File: config.mk
export PLATFORM = sky130hd
export DESIGN_NAME = uart_tx_buffer_flat
export DESIGN_NICKNAME = d
export VERILOG_FILES = /design/src/rtl/uart_pkg.sv /design/src/rtl/uart_tx_buffer_if.sv /design/src/rtl/uart_tx_buffer_sync_fifo.sv /design/src/rtl/uart_tx_buffer.sv /design/src/flat_wrapper.sv
export SDC_FILE = /design/constraint.sdc
export NUM_CORES = 1
export LEC_CHECK = 0
export CORE_ASPECT_RATIO = 0.9
export CORE_UTILIZATION = 49
export DETAILED_ROUTE_END_ITERATION = 8
export PLACE_DENSITY = 0.7
export SLEW_MARGIN = 20
export SYNTH_ARGS = -nofsm -noshare
export SYNTH_HDL_FRONTEND = slang
export SYNTH_SLANG_ARGS = --single-unit
File: constraint.sdc
create_clock -name clk -period 3 [get_ports clk]
set_input_delay 0.6 -clock clk [delete_from_list [all_inputs] [get_ports clk]]
set_output_delay 0.6 -clock clk [all_outputs]
set_load 0.01 [all_outputs]
File: src/rtl/uart_pkg.sv
// Shared constants and FSM state encoding for the UART transmit buffer slice.
package uart_pkg;

  localparam int BYTE_W              = 8;
  localparam int DEFAULT_TIMEOUT_CYC = 200000;

  typedef enum logic [1:0] {
    S_IDLE = 2'd0,
    S_WAIT = 2'd1,
    S_GAP  = 2'd2
  } tx_state_t;

endpackage

File: src/rtl/uart_tx_buffer_if.sv
// Producer / uart_sender facing signals of the transmit buffer.
// The master side drives writes and sender status; the slave side is the buffer.
interface uart_tx_buffer_if #(
  parameter int ADDR_W = 4
);

  logic                       wr_en;
  logic [uart_pkg::BYTE_W-1:0] wr_data;
  logic                       clr_err;
  logic                       full;
  logic                       empty;
  logic [ADDR_W:0]            count;
  logic                       send_en;
  logic [uart_pkg::BYTE_W-1:0] data;
  logic                       tx_done;
  logic                       uart_state;
  logic                       overflow;
  logic                       timeout;

  modport master (
    output wr_en, wr_data, clr_err, tx_done, uart_state,
    input  full, empty, count, send_en, data, overflow, timeout
  );

  modport slave (
    input  wr_en, wr_data, clr_err, tx_done, uart_state,
    output full, empty, count, send_en, data, overflow, timeout
  );

endinterface

File: src/rtl/uart_tx_buffer_sync_fifo.sv
// Circular byte FIFO with combinational read-at-head; rd_data is valid while !empty.
module sync_fifo #(
  parameter int DEPTH  = 16,
  parameter int ADDR_W = 4,
  parameter int WIDTH  = 8
) (
  input  logic             clk,
  input  logic             rst,
  input  logic             wr_en,
  input  logic [WIDTH-1:0] wr_data,
  input  logic             rd_en,
  output logic [WIDTH-1:0] rd_data,
  output logic             full,
  output logic             empty,
  output logic [ADDR_W:0]  count
);

  localparam int CW = ADDR_W + 1;

  logic [WIDTH-1:0]  mem [DEPTH];
  logic [ADDR_W-1:0] wr_ptr;
  logic [ADDR_W-1:0] rd_ptr;
  logic              wr_ok;
  logic              rd_ok;

  assign full    = (count == CW'(DEPTH));
  assign empty   = (count == '0);
  assign wr_ok   = wr_en && !full;
  assign rd_ok   = rd_en && !empty;
  assign rd_data = mem[rd_ptr];

  // Pointers wrap naturally because DEPTH is a power of two.
  always_ff @(posedge clk or posedge rst) begin
    if (rst) begin
      wr_ptr <= '0;
      rd_ptr <= '0;
      count  <= '0;
    end else begin
      if (wr_ok) wr_ptr <= wr_ptr + 1'b1;
      if (rd_ok) rd_ptr <= rd_ptr + 1'b1;
      case ({wr_ok, rd_ok})
        2'b10:   count <= count + 1'b1;
        2'b01:   count <= count - 1'b1;
        default: count <= count;
      endcase
    end
  end

  always_ff @(posedge clk) begin
    if (wr_ok) mem[wr_ptr] <= wr_data;
  end

endmodule

File: src/rtl/uart_tx_buffer.sv
// Byte FIFO plus scheduler feeding uart_sender one byte at a time,
// with a watchdog that abandons a byte if tx_done never arrives.
module uart_tx_buffer
  import uart_pkg::*;
#(
  parameter int DEPTH       = 16,
  parameter int ADDR_W      = 4,
  parameter int TIMEOUT_CYC = DEFAULT_TIMEOUT_CYC,
  parameter int GAP_CYC     = 2
) (
  input logic             clk,
  input logic             rst,
  uart_tx_buffer_if.slave bus
);

  localparam int WD_W  = $clog2(TIMEOUT_CYC + 1);
  localparam int GAP_W = $clog2(GAP_CYC + 1);

  tx_state_t         state;
  logic [WD_W-1:0]   wd_cnt;
  logic [GAP_W-1:0]  gap_cnt;
  logic [BYTE_W-1:0] head_byte;
  logic [BYTE_W-1:0] data_q;
  logic              send_en_q;
  logic              overflow_q;
  logic              timeout_q;
  logic              fifo_full;
  logic              fifo_empty;
  logic              issue;
  logic              wd_expire;
  logic              drop;

  assign issue     = (state == S_IDLE) && !fifo_empty && !bus.uart_state;
  assign wd_expire = (state == S_WAIT) && !bus.tx_done
                     && (wd_cnt == WD_W'(TIMEOUT_CYC - 1));
  assign drop      = bus.wr_en && fifo_full;

  sync_fifo #(
    .DEPTH  (DEPTH),
    .ADDR_W (ADDR_W),
    .WIDTH  (BYTE_W)
  ) u_fifo (
    .clk     (clk),
    .rst     (rst),
    .wr_en   (bus.wr_en),
    .wr_data (bus.wr_data),
    .rd_en   (issue),
    .rd_data (head_byte),
    .full    (fifo_full),
    .empty   (fifo_empty),
    .count   (bus.count)
  );

  assign bus.full     = fifo_full;
  assign bus.empty    = fifo_empty;
  assign bus.send_en  = send_en_q;
  assign bus.data     = data_q;
  assign bus.overflow = overflow_q;
  assign bus.timeout  = timeout_q;

  // A timed-out byte is dropped, not retried; both exits from WAIT pass through GAP.
  always_ff @(posedge clk or posedge rst) begin
    if (rst) begin
      state     <= S_IDLE;
      send_en_q <= 1'b0;
      data_q    <= '0;
      wd_cnt    <= '0;
      gap_cnt   <= '0;
    end else begin
      send_en_q <= 1'b0;
      case (state)
        S_IDLE: begin
          if (issue) begin
            data_q    <= head_byte;
            send_en_q <= 1'b1;
            wd_cnt    <= '0;
            state     <= S_WAIT;
          end
        end
        S_WAIT: begin
          if (bus.tx_done || wd_expire) begin
            gap_cnt <= '0;
            state   <= S_GAP;
          end else begin
            wd_cnt <= wd_cnt + 1'b1;
          end
        end
        S_GAP: begin
          if (gap_cnt == GAP_W'(GAP_CYC - 1)) state <= S_IDLE;
          else                                gap_cnt <= gap_cnt + 1'b1;
        end
        default: state <= S_IDLE;
      endcase
    end
  end

  // Set events take priority over clr_err so no error is lost on the clearing edge.
  always_ff @(posedge clk or posedge rst) begin
    if (rst) begin
      overflow_q <= 1'b0;
      timeout_q  <= 1'b0;
    end else begin
      if (drop)             overflow_q <= 1'b1;
      else if (bus.clr_err) overflow_q <= 1'b0;
      if (wd_expire)        timeout_q  <= 1'b1;
      else if (bus.clr_err) timeout_q  <= 1'b0;
    end
  end

endmodule
File: src/flat_wrapper.sv
// flat-port wrapper written by rule: the top's interface ports become plain ports
module uart_tx_buffer_flat import uart_pkg::*;
#(
  parameter int DEPTH       = 16,
  parameter int ADDR_W      = 4,
  parameter int TIMEOUT_CYC = DEFAULT_TIMEOUT_CYC,
  parameter int GAP_CYC     = 2
)
  (clk, rst, bus_wr_en, bus_wr_data, bus_clr_err, bus_tx_done, bus_uart_state, bus_full, bus_empty, bus_count, bus_send_en, bus_data, bus_overflow, bus_timeout);
  uart_tx_buffer_if #(.ADDR_W(ADDR_W)) bus_i ();
  input logic clk;
  input logic rst;
  input wire logic [$bits(bus_i.wr_en)-1:0] bus_wr_en;
  input wire logic [$bits(bus_i.wr_data)-1:0] bus_wr_data;
  input wire logic [$bits(bus_i.clr_err)-1:0] bus_clr_err;
  input wire logic [$bits(bus_i.tx_done)-1:0] bus_tx_done;
  input wire logic [$bits(bus_i.uart_state)-1:0] bus_uart_state;
  output wire logic [$bits(bus_i.full)-1:0] bus_full;
  output wire logic [$bits(bus_i.empty)-1:0] bus_empty;
  output wire logic [$bits(bus_i.count)-1:0] bus_count;
  output wire logic [$bits(bus_i.send_en)-1:0] bus_send_en;
  output wire logic [$bits(bus_i.data)-1:0] bus_data;
  output wire logic [$bits(bus_i.overflow)-1:0] bus_overflow;
  output wire logic [$bits(bus_i.timeout)-1:0] bus_timeout;
  assign bus_i.wr_en = bus_wr_en;
  assign bus_i.wr_data = bus_wr_data;
  assign bus_i.clr_err = bus_clr_err;
  assign bus_i.tx_done = bus_tx_done;
  assign bus_i.uart_state = bus_uart_state;
  assign bus_full = bus_i.full;
  assign bus_empty = bus_i.empty;
  assign bus_count = bus_i.count;
  assign bus_send_en = bus_i.send_en;
  assign bus_data = bus_i.data;
  assign bus_overflow = bus_i.overflow;
  assign bus_timeout = bus_i.timeout;
  uart_tx_buffer #(.DEPTH(DEPTH), .ADDR_W(ADDR_W), .TIMEOUT_CYC(TIMEOUT_CYC), .GAP_CYC(GAP_CYC)) u_core (.clk(clk), .rst(rst), .bus(bus_i));
endmodule
==> qor.txt, run 1 <==
RUN STATUS
-----------------------------------------------------------------------------------
Result of the run .................................................... finished, final reports clean

GLOBAL ROUTE
-----------------------------------------------------------------------------------
Maximum number of pins on one net before global-route repair .........           32
Via count of the first global-routing pass ...........................         4168
Global-route wire length before repair ...............................     22.72 mm
Global-route usage over all layers ...................................       0.2052
Remaining global-route overflow ......................................            0
Antenna violations before repair .....................................            0

SETUP PATH
-----------------------------------------------------------------------------------
Peak per-stage delay on the critical path ............................       560 ps
Type of the setup path with the least slack .......................... flop to primary output
Register-to-register setup slack .....................................       310 ps
CP startpoint kind ...................................................         flop
Buf+Inv Stages, Crit Path ............................................            1
Nature of the critical path endpoint ................................. primary output
Crit path required time ..............................................      2400 ps
Slowest stage cell, crit path ........................................ sky130_fd_sc_hd__clkdlybuf4s50_1
Sequence of cells on the critical path ............................... or4_1, nor2_1, clkdlybuf4s50_1
Critical path data arrival time ......................................      2140 ps
FF-to-FF path depth ..................................................            9
Number of gates on the worst path with buffers counted ...............            3
Cell family contributing the most delay on the critical path ......... simple AND/OR/NAND/NOR gates
Biggest fanout along the worst timing path ...........................            5

ROUTING
-----------------------------------------------------------------------------------
Number of vias in the routed layout ..................................         4070
Total Wirelength .....................................................     14.08 mm
Mean routed wirelength per cell ...................................... 19.64 microns
First drt pass iteration count .......................................            4
Drt first-iter violations ............................................          234
Vias per cell ........................................................        5.676
DRC ..................................................................            0
Remaining antenna violation count after routing ......................            0

DIE
-----------------------------------------------------------------------------------
Area of the core ..................................................... 0.01431 sq mm
DIE WIDTH ............................................................ 130.8 microns
Floorplan die area ................................................... 0.01541 sq mm
Initial core utilization .............................................       0.5108
Number of primary I/O pins ...........................................           32
Vert. Die Dim ........................................................ 117.9 microns
Row cnt ..............................................................           41

CLOCK TREE
-----------------------------------------------------------------------------------
Clk slew on worst S/H paths ..........................................        60 ps
Number of clock buffers inserted by TritonCTS ........................           17
Root buf cell ........................................................ sky130_fd_sc_hd__clkbuf_16
CTS H-Tree Depth .....................................................            4
Clock Sink Count .....................................................          174
Post-CTS Repair Setup Buffers ........................................            0
CTS Hold Bufs ........................................................            0
Maximum buffer depth of the clock tree ...............................            2
PostCTS Resize Cnt ...................................................            0
Clock latency at the later pin of the worst-skew pair ................       420 ps
CTS tree .............................................................         done

YOSYS
-----------------------------------------------------------------------------------
Count of unique library cells instantiated by Yosys ..................           55
Number of warning messages in the yosys log ..........................            0
Synth top area share .................................................       0.5258
Post-Synthesis Mean Instance Area ....................................  16.17 sq um
Synth Net Count ......................................................          478
Biggest area consumer among synthesized cells ........................ sky130_fd_sc_hd__edfxtp_1
Sequential cell area fraction in the yosys report ....................       0.6832
Top cells by area in the synthesized netlist ......................... sky130_fd_sc_hd__edfxtp_1 53%, sky130_fd_sc_hd__dfrtp_1 16%, sky130_fd_sc_hd__mux4_2 9.9%
Number of flip-flops and latches in the synthesized netlist ..........          174
Post-synth EDFFs .....................................................          128
Number of standard cells after synthesis .............................          452
Netlist Area Pre-Place ............................................... 0.007311 sq mm
FFs w/ async S/R, synth ..............................................       0.2644
Most used flip-flop cell after synthesis ............................. sky130_fd_sc_hd__edfxtp_1

FINAL LAYOUT
-----------------------------------------------------------------------------------
Final Net Count ......................................................          537
Most common library cell in the layout ignoring fill and taps ........ sky130_fd_sc_hd__edfxtp_1
Count of placed standard cells in the final layout, fillers left out .          717
Number of antenna cells inserted .....................................            0
Commonest cells after routing, fill and taps aside ................... 128 x sky130_fd_sc_hd__edfxtp_1, 45 x sky130_fd_sc_hd__dfrtp_1, 35 x sky130_fd_sc_hd__nand2_1
P&R area growth vs syn ...............................................       17.97%
Ratio of cells with drive above 1 in the final layout ................       0.2004
Fill cells ...........................................................         1031

TIMING
-----------------------------------------------------------------------------------
Final total negative setup slack .....................................         0 ps
Slew Limit Fails .....................................................            0
Number of hold violations in the final report ........................            0
Worst Tran Pin Value .................................................     582.5 ps
Final cycle utilization of the critical path .........................       0.9142
Maximum clock skew at final layout ...................................     11.51 ps
Endpoints failing setup ..............................................            0
Fmax .................................................................    364.6 MHz
Slew margin rel. .....................................................       0.6104
Min Clock Period, post-route .........................................      2743 ps
RSZ-0062 raised after global routing .................................           no

RUN
-----------------------------------------------------------------------------------
MaxCap Viol Count ....................................................            0

PLACE
-----------------------------------------------------------------------------------
Count of buffers from port buffering .................................           31
Final HPWL DP ........................................................     9.286 mm
GP Congestion ........................................................       0.8267
# placed instances ...................................................          685

HOLD PATH
-----------------------------------------------------------------------------------
Worst hold path class ................................................ flop to flop
Number of cells on the worst hold path ...............................            1

POWER
-----------------------------------------------------------------------------------
Static leakage .......................................................     3.116 nW
Max IR drop VDD ......................................................    0.5833 mV
Total power per unit cell area ....................................... 906.3 mW/mm^2

cells by family (layout without fill, tap and decap cells):
family / after synthesis / after routing / share of synthesized area
adder cells (fa/ha/maj): 12 / 12 / 0.02156
flip-flops: 174 / 174 / 0.6832
XOR/XNOR: 12 / 12 / 0.01438
AO/OA/AOI/OAI: 52 / 52 / 0.04587
AND/OR/NAND/NOR: 112 / 112 / 0.08095
multiplexers: 59 / 59 / 0.1367
buffers and inverters: 31 / 103 / 0.01729
worst reg2reg max path, delay by kind of cell, from the launching register on:
| family | cells | cell delay (ps) |
|---|---|---|
| compound gates | 3 | 510 |
| xor+xnor | 1 | 130 |
| fa+ha+maj | 2 | 690 |
| buf+inv | 1 | 70 |
| flops | 1 | 430 |
| mux | 1 | 230 |
| simple gates | 1 | 550 |
through the flow:
| step | hold slack, ps | setup slack, ps | power, W | util | instance area (sq um) |
|---|---|---|---|---|---|
| after global routing | 531.1 | 157.2 | 0.008232 | 0.6026 | 8625 |
| final | 493.2 | 257.3 | 0.007816 | 0.6026 | 8625 |
| after global placement | 471.2 | 175.8 | 0.005546 | 0.5598 | 8013 |
| after floorplan | 483.2 | 6.407 | 0.004805 | - | 7315 |
| after CTS | 493.2 | 224.5 | 0.007897 | 0.6026 | 8625 |
| after detailed placement | 476.5 | 80.97 | 0.005632 | 0.5598 | 8013 |
power by group:
part	switching, W	leakage (nW)	internal, W	total [W]
sequential	0.000349	1.75	0.00295	0.00330
combinational	0.00106	1.07	0.00119	0.00225
clock	0.000931	0.296	0.00133	0.00226
per-layer routing:
layer,routed length (microns),global-route usage,share of wire
met1,6239,0.2726,0.44
met2,7042,0.3271,0.50
met3,588,0.05318,0.042
met4,211,0.06968,0.015
met5,0,0,0
area by class of cell:
cell class | count | area (sq um) | area share
clock buffers | 18 | 429.2 | 0.04976
multi-input cells | 247 | 2193 | 0.2543
flip-flops and latches | 174 | 4996 | 0.5793
inverters | 11 | 41.29 | 0.004787
repair buffers | 60 | 540.5 | 0.06267
well taps | 193 | 241.5 | 0.02800
clock inverters | 14 | 182.7 | 0.02118
final timing paths:
| kind | end | startpoint |
|---|---|---|
| worst max-delay path | bus_full | u_core.u_fifo.count[2] |
| worst min-delay path | u_core.bus.timeout | u_core.bus.timeout |
| worst max register to register | u_core.u_fifo.count[4] | u_core.u_fifo.count[2] |
| worst min register to register | u_core.bus.timeout | u_core.bus.timeout |
| max in group asynchronous | u_core.u_fifo.rd_ptr[2] | rst |
| min in group asynchronous | u_core.u_fifo.count[2] | rst |
Yosys cell counts (2+ instances only):
| cell type | n |
|---|---|
| sky130_fd_sc_hd__a211o_1 | 2 |
| sky130_fd_sc_hd__a21o_1 | 2 |
| sky130_fd_sc_hd__a21oi_1 | 10 |
| sky130_fd_sc_hd__a22o_1 | 3 |
| sky130_fd_sc_hd__a31oi_1 | 2 |
| sky130_fd_sc_hd__and4_1 | 2 |
| sky130_fd_sc_hd__buf_1 | 4 |
| sky130_fd_sc_hd__buf_2 | 8 |
| sky130_fd_sc_hd__clkbuf_1 | 8 |
| sky130_fd_sc_hd__dfrtp_1 | 46 |
| sky130_fd_sc_hd__edfxtp_1 | 128 |
| sky130_fd_sc_hd__ha_1 | 11 |
| sky130_fd_sc_hd__inv_1 | 11 |
| sky130_fd_sc_hd__mux2_2 | 7 |
| sky130_fd_sc_hd__mux2i_1 | 20 |
| sky130_fd_sc_hd__mux4_2 | 32 |
| sky130_fd_sc_hd__nand2_1 | 35 |
| sky130_fd_sc_hd__nand2b_1 | 4 |
| sky130_fd_sc_hd__nand3_1 | 9 |
| sky130_fd_sc_hd__nand4_1 | 5 |
| sky130_fd_sc_hd__nor2_1 | 19 |
| sky130_fd_sc_hd__nor2b_1 | 5 |
| sky130_fd_sc_hd__nor3_1 | 8 |
| sky130_fd_sc_hd__nor4_1 | 4 |
| sky130_fd_sc_hd__nor4b_1 | 2 |
| sky130_fd_sc_hd__o211ai_1 | 2 |
| sky130_fd_sc_hd__o21a_1 | 2 |
| sky130_fd_sc_hd__o21ai_0 | 16 |
| sky130_fd_sc_hd__o21ai_1 | 2 |
| sky130_fd_sc_hd__o311ai_0 | 2 |
| sky130_fd_sc_hd__o31ai_1 | 2 |
| sky130_fd_sc_hd__or3_1 | 4 |
| sky130_fd_sc_hd__or4_1 | 3 |
| sky130_fd_sc_hd__xnor2_1 | 11 |
flip-flops by register name, summed over array words and instances, names as in the netlist, 2 cells and up:
name and count:
u_core.bus.data 8, u_core.wd_cnt 18, u_core.u_fifo.count 5, u_core.state 2
u_core.u_fifo.wr_ptr 4, u_core.gap_cnt 2, u_core.u_fifo.mem 128, u_core.u_fifo.rd_ptr 4
Power figures use the tool's default switching activity.
==> run 2, diff against run 1 <==
Settings changed: GPL_ROUTABILITY_DRIVEN set to 0, PLACE_DENSITY 0.7 to 0.67.
Clock period 3 ns to 2.7 ns, I/O delays scaled along.
==> run 2 against run 1 <==
Against the previous run: global-route usage shrank 0.46 points; clock power grew 15%; via count decreased by 0.91%; critical path type unchanged; largest power group unchanged; highest routed layer unchanged.
==> qor.txt, run 2 (synthesis gave the netlist of run 1 again) <==
GLOBAL ROUTE
-----------------------------------------------------------------------------------
Via count of the first global-routing pass ...........................         4082   -2.1%
Global-route usage over all layers ...................................       0.2006   -0.004564
Antenna violations before repair .....................................            0   unchanged
Maximum number of pins on one net before global-route repair .........           47   +47%
Global-route wire length before repair ...............................     22.36 mm   -1.6%
Remaining global-route overflow ......................................            0   unchanged

TIMING
-----------------------------------------------------------------------------------
Maximum clock skew at final layout ...................................     10.97 ps   -0.5336 ps
Final total negative setup slack .....................................         0 ps   unchanged
Number of hold violations in the final report ........................            0   unchanged
Slew margin rel. .....................................................       0.5062   -0.1043
Endpoints failing setup ..............................................            0   unchanged
Min Clock Period, post-route .........................................      2615 ps
Final cycle utilization of the critical path .........................       0.9684
WHS ..................................................................     474.5 ps   -18.73 ps
Fmax .................................................................    382.5 MHz
Worst Tran Pin Value .................................................     740.7 ps   +158.2 ps
RSZ-0062 raised after global routing .................................           no
Slew Limit Fails .....................................................            0   unchanged

ROUTING
-----------------------------------------------------------------------------------
Mean routed wirelength per cell ...................................... 19.26 microns   -2.0%
First drt pass iteration count .......................................            4   unchanged
DRC ..................................................................            0   unchanged
Total Wirelength .....................................................     14.02 mm   -0.46%
Vias per cell ........................................................        5.540   -2.4%
Number of vias in the routed layout ..................................         4033   -0.91%
Remaining antenna violation count after routing ......................            0   unchanged
Drt first-iter violations ............................................          396   +69%

SETUP PATH
-----------------------------------------------------------------------------------
Slowest stage cell, crit path ........................................ sky130_fd_sc_hd__or4_4
Biggest fanout along the worst timing path ...........................            6   +1
Cell family contributing the most delay on the critical path ......... simple AND/OR/NAND/NOR gates
Sequence of cells on the critical path ............................... or4_4, nor2_1, clkdlybuf4s50_1
Critical path data arrival time ......................................      2070 ps   -70 ps
Nature of the critical path endpoint ................................. primary output
CP startpoint kind ...................................................         flop
Type of the setup path with the least slack .......................... flop to primary output
Peak per-stage delay on the critical path ............................       560 ps   about the same
Buf+Inv Stages, Crit Path ............................................            1   unchanged
Crit path required time ..............................................      2160 ps   -240 ps

FINAL LAYOUT
-----------------------------------------------------------------------------------
Most common library cell in the layout ignoring fill and taps ........ sky130_fd_sc_hd__edfxtp_1
Count of placed standard cells in the final layout, fillers left out .          728   +1.5%
Number of antenna cells inserted .....................................            0   unchanged
Final Net Count ......................................................          548   +2.0%
Combined area of the multi-input logic cells ......................... 0.002223 sq mm   +1.4%
Max reg flops ........................................................          128   unchanged
Ratio of cells with drive above 1 in the final layout ................       0.2336   +0.03326
Commonest cells after routing, fill and taps aside ................... 128 x sky130_fd_sc_hd__edfxtp_1, 43 x sky130_fd_sc_hd__dfrtp_1, 40 x sky130_fd_sc_hd__buf_4
P&R area growth vs syn ...............................................       19.66%
Sequential cell area ................................................. 0.004999 sq mm   about the same
Register containing the most flip-flops in the final layout .......... u_core.u_fifo.mem
Fill cells ...........................................................         1027   -0.39%

POWER
-----------------------------------------------------------------------------------
Total power per unit cell area ....................................... 1014 mW/mm^2   +12%
Static leakage .......................................................     3.179 nW   +2.0%
Max IR drop VDD ......................................................    0.5727 mV   -1.8%

CLOCK TREE
-----------------------------------------------------------------------------------
CTS H-Tree Depth .....................................................            4   unchanged
Clk slew on worst S/H paths ..........................................        60 ps   about the same
CTS tree .............................................................         done
Number of clock buffers inserted by TritonCTS ........................           17   unchanged
CTS Hold Bufs ........................................................            0   unchanged
Maximum buffer depth of the clock tree ...............................            2   unchanged
Clock latency at the later pin of the worst-skew pair ................       420 ps   about the same
Clock Sink Count .....................................................          174   unchanged
Root buf cell ........................................................ sky130_fd_sc_hd__clkbuf_16

DIE
-----------------------------------------------------------------------------------
DIE WIDTH ............................................................ 130.8 microns   unchanged
Floorplan die area ................................................... 0.01541 sq mm   unchanged
Number of primary I/O pins ...........................................           32   unchanged
Vert. Die Dim ........................................................ 117.9 microns   unchanged
Initial core utilization .............................................       0.5108   unchanged
Area of the core ..................................................... 0.01431 sq mm   unchanged
Row cnt ..............................................................           41   unchanged

HOLD PATH
-----------------------------------------------------------------------------------
Worst hold path class ................................................ flop to flop

PLACE
-----------------------------------------------------------------------------------
# placed instances ...................................................          696   +1.6%
Count of buffers from port buffering .................................           31   unchanged
Final HPWL DP ........................................................     9.267 mm   -0.20%

RUN
-----------------------------------------------------------------------------------
MaxCap Viol Count ....................................................            0   unchanged

RUN STATUS
-----------------------------------------------------------------------------------
Result of the run .................................................... finished, final reports clean

run 2: path summary, 6_finish.rpt:
| kind | start | endpoint | slack, ps | cells after the start |
|---|---|---|---|---|
| setup reg to reg | u_core.u_fifo.count[1] | u_core.u_fifo.count[4] | 140 | 9 |
| hold reg to reg | u_core.bus.data[7] | u_core.bus.data[7] | 470 | 2 |
| max in group asynchronous | rst | u_core.u_fifo.rd_ptr[0] | 1650 | 3 |
| min in group asynchronous | rst | u_core.u_fifo.count[1] | 600 | 3 |
| hold / removal | u_core.bus.data[7] | u_core.bus.data[7] | 470 | 2 |
| setup / recovery | u_core.u_fifo.count[1] | bus_empty | 90 | 3 |
run 2: power by group:
part	internal [W]	switching, W	total [W]
registers	0.00328	0.000416	0.00370
clock network	0.00156	0.00103	0.00259
logic	0.00139	0.00119	0.00258
total	0.00624	0.00263	0.00887
run 2: timing repair:
action,in CTS,in global routing
resized for setup,1,0
setup endpoints to repair,1,0
setup buffers,0,0
run 2: worst register-to-register path, cell delays in order, from the launching register on:
cell and delay, ps:
sky130_fd_sc_hd__dfrtp_2 450, sky130_fd_sc_hd__or4_4 560, sky130_fd_sc_hd__o21ai_4 170, sky130_fd_sc_hd__inv_2 70, sky130_fd_sc_hd__ha_4 190, sky130_fd_sc_hd__fa_2 360
sky130_fd_sc_hd__a21o_1 200, sky130_fd_sc_hd__a21oi_2 140, sky130_fd_sc_hd__mux2i_1 220, sky130_fd_sc_hd__xnor2_1 140
run 2: area by class of cell:
class | instances | area share
well taps | 193 | 0.02760
repair buffers | 71 | 0.06965
multi-input cells | 247 | 0.2541
clock buffers | 17 | 0.04863
flip-flops and latches | 174 | 0.5714
inverters | 11 | 0.004720
clock inverters | 15 | 0.02388
run 2: metrics by stage:
stage / utilization / power, W / area, sq um / setup slack, ps
floorplan: - / 0.005384 / 7351 / 4.713
detailed placement: 0.5670 / 0.006360 / 8115 / -18.99
global route: 0.6112 / 0.009325 / 8748 / 4.078
finish: 0.6112 / 0.008869 / 8748 / 85.33
global placement: 0.5670 / 0.006278 / 8115 / 39.40
CTS: 0.6112 / 0.008953 / 8748 / 57.46
run 2: per-layer routing:
metal | wire [microns] | global-route usage | vias up
met5 | 0 | 0 | -
met4 | 123 | 0.05603 | 0
met3 | 840 | 0.05000 | 7
met2 | 6689 | 0.2983 | 95
met1 | 6364 | 0.2939 | 2025
li1 | - | - | 1906
==> run 3, diff against run 2 <==
Settings changed: TNS_END_PERCENT set to 50.
==> results of run 3 <==
No change in the layout: final DEF, timing and power equal those of run 2.
